File: src/rtl/shiftreg_pkg.sv
// Shared definitions for the multi-lane universal shift register:
// step-operation encodings and the burst controller state type.
package shiftreg_pkg;

  localparam logic [2:0] MODE_HOLD = 3'd0;
  localparam logic [2:0] MODE_SHL  = 3'd1;
  localparam logic [2:0] MODE_SHR  = 3'd2;
  localparam logic [2:0] MODE_ROL  = 3'd3;
  localparam logic [2:0] MODE_ROR  = 3'd4;
  localparam logic [2:0] MODE_ASR  = 3'd5;

  typedef enum logic {
    ST_IDLE = 1'b0,
    ST_RUN  = 1'b1
  } state_t;

  // True for encodings that move data; HOLD and the reserved codes leave sout alone.
  function automatic logic mode_moves(input logic [2:0] m);
    return (m >= MODE_SHL) && (m <= MODE_ASR);
  endfunction

endpackage

File: src/rtl/shiftreg_lane.sv
// One lane of the shift register: DW-bit register with parallel load,
// a step mux for all shift/rotate modes, and the last bit shifted out.
module shiftreg_lane
  import shiftreg_pkg::*;
#(
  parameter int DW = 8
) (
  input  logic          clk,
  input  logic          rst,
  input  logic          load,
  input  logic          step,
  input  logic [2:0]    mode,
  input  logic          sin,
  input  logic [DW-1:0] din,
  output logic [DW-1:0] q,
  output logic          sout
);

  logic [DW-1:0] q_reg;
  logic [DW-1:0] q_next;
  logic          sout_reg;
  logic          sout_next;

  // Step result for the requested mode; non-moving codes keep the register and sout.
  always_comb begin
    q_next    = q_reg;
    sout_next = sout_reg;
    case (mode)
      MODE_SHL: begin
        q_next    = {q_reg[DW-2:0], sin};
        sout_next = q_reg[DW-1];
      end
      MODE_SHR: begin
        q_next    = {sin, q_reg[DW-1:1]};
        sout_next = q_reg[0];
      end
      MODE_ROL: begin
        q_next    = {q_reg[DW-2:0], q_reg[DW-1]};
        sout_next = q_reg[DW-1];
      end
      MODE_ROR: begin
        q_next    = {q_reg[0], q_reg[DW-1:1]};
        sout_next = q_reg[0];
      end
      MODE_ASR: begin
        q_next    = {q_reg[DW-1], q_reg[DW-1:1]};
        sout_next = q_reg[0];
      end
      default: begin
        q_next    = q_reg;
        sout_next = sout_reg;
      end
    endcase
  end

  // Register update: load wins over step; a load leaves sout untouched.
  always_ff @(posedge clk or posedge rst) begin
    if (rst) begin
      q_reg    <= '0;
      sout_reg <= 1'b0;
    end else if (load) begin
      q_reg <= din;
    end else if (step) begin
      q_reg <= q_next;
      if (mode_moves(mode)) begin
        sout_reg <= sout_next;
      end
    end
  end

  assign q    = q_reg;
  assign sout = sout_reg;

endmodule

File: src/rtl/shiftreg_multi.sv
// Multi-lane universal shift register top: shared control FSM with a
// counted burst mode, driving N identical lanes that differ only in data.
module shiftreg_multi
  import shiftreg_pkg::*;
#(
  parameter int DW = 8,
  parameter int N  = 1,
  parameter int CW = $clog2(DW) + 1
) (
  input  logic            clk,
  input  logic            rst,
  input  logic            en,
  input  logic [2:0]      mode,
  input  logic [N-1:0]    sin,
  input  logic            load,
  input  logic [N*DW-1:0] din,
  input  logic            start,
  input  logic [CW-1:0]   count,
  output logic [N*DW-1:0] out,
  output logic [N-1:0]    sout,
  output logic            busy,
  output logic            done
);

  state_t        state_reg, state_next;
  logic [2:0]    mode_reg, mode_next;
  logic [CW-1:0] remaining_reg, remaining_next;
  logic          done_reg, done_next;
  logic          do_load;
  logic          do_step;
  logic [2:0]    step_mode;

  // Controller state, latched burst mode, step countdown and done pulse.
  always_ff @(posedge clk or posedge rst) begin
    if (rst) begin
      state_reg     <= ST_IDLE;
      mode_reg      <= MODE_HOLD;
      remaining_reg <= '0;
      done_reg      <= 1'b0;
    end else begin
      state_reg     <= state_next;
      mode_reg      <= mode_next;
      remaining_reg <= remaining_next;
      done_reg      <= done_next;
    end
  end

  // Next-state and lane controls: idle honours load > start > en; run steps every cycle.
  always_comb begin
    state_next     = state_reg;
    mode_next      = mode_reg;
    remaining_next = remaining_reg;
    done_next      = 1'b0;
    do_load        = 1'b0;
    do_step        = 1'b0;
    step_mode      = mode;
    case (state_reg)
      ST_IDLE: begin
        if (load) begin
          do_load = 1'b1;
        end else if (start) begin
          mode_next = mode;
          if (count == '0) begin
            // Zero-length burst completes immediately without touching the lanes.
            done_next = 1'b1;
          end else begin
            state_next     = ST_RUN;
            remaining_next = count;
          end
        end else if (en) begin
          do_step = 1'b1;
        end
      end
      ST_RUN: begin
        do_step        = 1'b1;
        step_mode      = mode_reg;
        remaining_next = remaining_reg - CW'(1);
        if (remaining_reg == CW'(1)) begin
          state_next = ST_IDLE;
          done_next  = 1'b1;
        end
      end
      default: begin
        state_next = ST_IDLE;
      end
    endcase
  end

  for (genvar gi = 0; gi < N; gi++) begin : g_lane
    shiftreg_lane #(.DW(DW)) u_lane (
      .clk  (clk),
      .rst  (rst),
      .load (do_load),
      .step (do_step),
      .mode (step_mode),
      .sin  (sin[gi]),
      .din  (din[gi*DW +: DW]),
      .q    (out[gi*DW +: DW]),
      .sout (sout[gi])
    );
  end

  assign busy = (state_reg == ST_RUN);
  assign done = done_reg;

endmodule

File: config.mk
export PLATFORM = sky130hd
export DESIGN_NAME = shiftreg_multi
export DESIGN_NICKNAME = d
export VERILOG_FILES = /design/src/rtl/shiftreg_pkg.sv /design/src/rtl/shiftreg_lane.sv /design/src/rtl/shiftreg_multi.sv
export SDC_FILE = /design/constraint.sdc
export NUM_CORES = 1
export LEC_CHECK = 0
export ABC_AREA = 1
export BUFFER_PORTS_ARGS = -buffer_cell sky130_fd_sc_hd__buf_4
export CAP_MARGIN = 20
export CORE_MARGIN = 5
export CORE_UTILIZATION = 59
export CTS_BUF_LIST = sky130_fd_sc_hd__clkbuf_8
export CTS_CLUSTER_DIAMETER = 50
export CTS_CLUSTER_SIZE = 20
export DETAILED_ROUTE_END_ITERATION = 8
export GPL_ROUTABILITY_DRIVEN = 0
export PLACE_DENSITY = 0.86
export SYNTH_ARGS = -nofsm -noshare
export SYNTH_HDL_FRONTEND = slang
export SYNTH_SLANG_ARGS = --single-unit
export TNS_END_PERCENT = 100
File: constraint.sdc
create_clock -name clk -period 3.4 [get_ports clk]
set_input_delay 0.68 -clock clk [delete_from_list [all_inputs] [get_ports clk]]
set_output_delay 0.68 -clock clk [all_outputs]
set_load 0.1 [all_outputs]
==> impl_metrics.tcl <==
set metrics [dict create \
    drive_gt1_share_pct 28.8 \
    synthMuxAreaShare_pct 0 \
    fp.dieArea_sq_mm 0.00332 \
    postCtsSetupBuffers 0 \
    io_pins 32 \
    totalWireLength_microns 3090 \
    placed_cell_area_sq_mm 0.00156 \
    cp_data_required_time_ns 2.72 \
    core_area_sq_mm 0.00219 \
    first_iter_violations 46 \
    cp_slowest_cell "dfrtp_1" \
    fin_tns_setup_ns 0 \
    dp.cells 240 \
    layout_commonest_cell "nand2_1" \
    clock_latency_ns 0.25 \
    antenna_cells 0 \
    synth_cell_types 26 \
    cts_tree "yes" \
    initial_core_util_pct 61.1 \
    synth_xor_area_share_pct 0.655 \
    grt_use_total_pct 20.0 \
    max-slew-margin-rel_pct 54.2 \
    synth_compound_area_share_pct 10.0 \
    stdcell_count 243 \
    syn_inst 185 \
    crit_family "flip-flops" \
    clkSlewWorstSetupHoldPaths_ns 0.07 \
    fin_util_pct 73.1 \
    worst-setup-path-type "flip-flop to output port" \
    rsz0062_at_grt "false" \
    hold_class "input port to async pin" \
    tightestPinTransition_ns 0.686 \
    overflow 0 \
    rows 17 \
    port_buffers 31 \
    grt_max_degree 19 \
    drc_errors 0 \
    finalCritPeriodShare_pct 57.2 \
    yosys.area_share.simple_pct 43.5 \
    crit_arrival_ns 1.26 \
    die-width_microns 57.6 \
    run_status "finished clean" \
    first_global_vias 1264 \
    area_growth_pct 19.7 \
    synth_fa_ha_area_share_pct 1.87 \
    max_stage_delay_ns 0.63 \
    vias 1300 \
    critPathMaxFanout 12 \
    syn-num-nets 208 \
    first_pass_iters 4 \
    maxSlewViolCount 0 \
    routed_via_density 5.35 \
    max_freq_ghz 0.514 \
    largest_reg_flops 8 \
    antenna_found_initial 0 \
    cts.path.max_buffers 2 \
    yosysWarnings 0 \
    fin_nets 240 \
    cts_root_buffer "clkbuf_8" \
    post-route-min-period_ns 1.94 \
    hpwl_microns 2350 \
    grt_pass1_wl_microns 5320 \
    cts-resized-gates 0 \
    die_h_microns 57.6 \
    critPathLaunchType "flip-flop" \
    ys_seq_area_share_pct 33.7 \
    clock-sinks 18 \
    wl_per_cell_microns 12.7 \
    finalSetupViolCount 0 \
    synth_top_family_by_area "simple AND/OR/NAND/NOR gates" \
    cts_hold_buf 0 \
    finalInstanceArea_sq_mm 0.00160 \
    cp_cell_sequence "buf_4" \
    syn_area_sq_mm 0.00134 \
    layout_common_cells "nand2_1, buf_4, nor2_1" \
    final_hold_viol_count 0 \
    h-tree-depth 1 \
    fin_skew_ns 0.00127 \
    ys_seq_elements 18 \
    avgSynthCellArea_sq_um 7.23 \
    drv_cap 0 \
    cp_num_buf_inv 1 \
    cts-buffers-inserted 3 \
    endpoint_kind "output port" \
    ant_nets 0 \
]
layout make-up:
type                       count  area (sq um)
multi-input combinational    139           749
tap                           28          35.0
inverter                      24          92.6
clock buffer                   3          41.3
sequential                    18           450
timing repair buffer          31           233
fill                         165           589
synthesized netlist by cell type (all sizes together):
| cell | number | area, sq um |
|---|---|---|
| o21bai | 1 | 7.51 |
| buf | 4 | 45.0 |
| o21ai | 6 | 33.8 |
| nor2 | 32 | 128 |
| a21oi | 7 | 46.3 |
| xnor2 | 1 | 8.76 |
| nand2 | 58 | 280 |
| a31oi | 1 | 6.26 |
| nand4 | 3 | 18.8 |
| inv | 24 | 92.6 |
| a2bb2oi | 1 | 15.0 |
| ha | 2 | 25.0 |
| nand3 | 22 | 145 |
| dfrtp | 18 | 450 |
| o221ai | 2 | 17.5 |
| o211ai | 1 | 7.51 |
| nor3 | 2 | 10.0 |
per-layer routing:
metal  track usage, %  routed length [microns]
met4             5.96                       30
met2             35.0                     1560
met5                0                        0
met1             25.0                     1250
met3             3.34                      252
cell families after synthesis:
family,Yosys count
compound gates,19
xor+xnor,1
fa+ha+maj,2
buf+inv,28
flops,18
simple gates,117
final timing paths:
check / slack, ns / depth (start not counted) / end / from
setup / recovery: 1.46 / 1 / busy / busy
hold / removal: 0.53 / 2 / remaining_reg[2] / rst
setup reg to reg: 1.61 / 9 / g_lane[0].u_lane.q[4] / busy
hold reg to reg: 0.54 / 2 / remaining_reg[1] / remaining_reg[1]
max in group asynchronous: 2.44 / 2 / g_lane[0].u_lane.q[7] / rst
min in group clk: 0.54 / 2 / remaining_reg[1] / remaining_reg[1]
through the flow:
step	hold slack, ns	worst slack, ns
finish	0.528	1.46
global route	0.551	1.38
CTS	0.528	1.46
detailed placement	0.510	1.57
global placement	0.475	1.61
floorplan	0.453	1.40
Power is not shown: default switching activity piles up to over one toggle a cycle in this logic, so the estimate is an artifact.
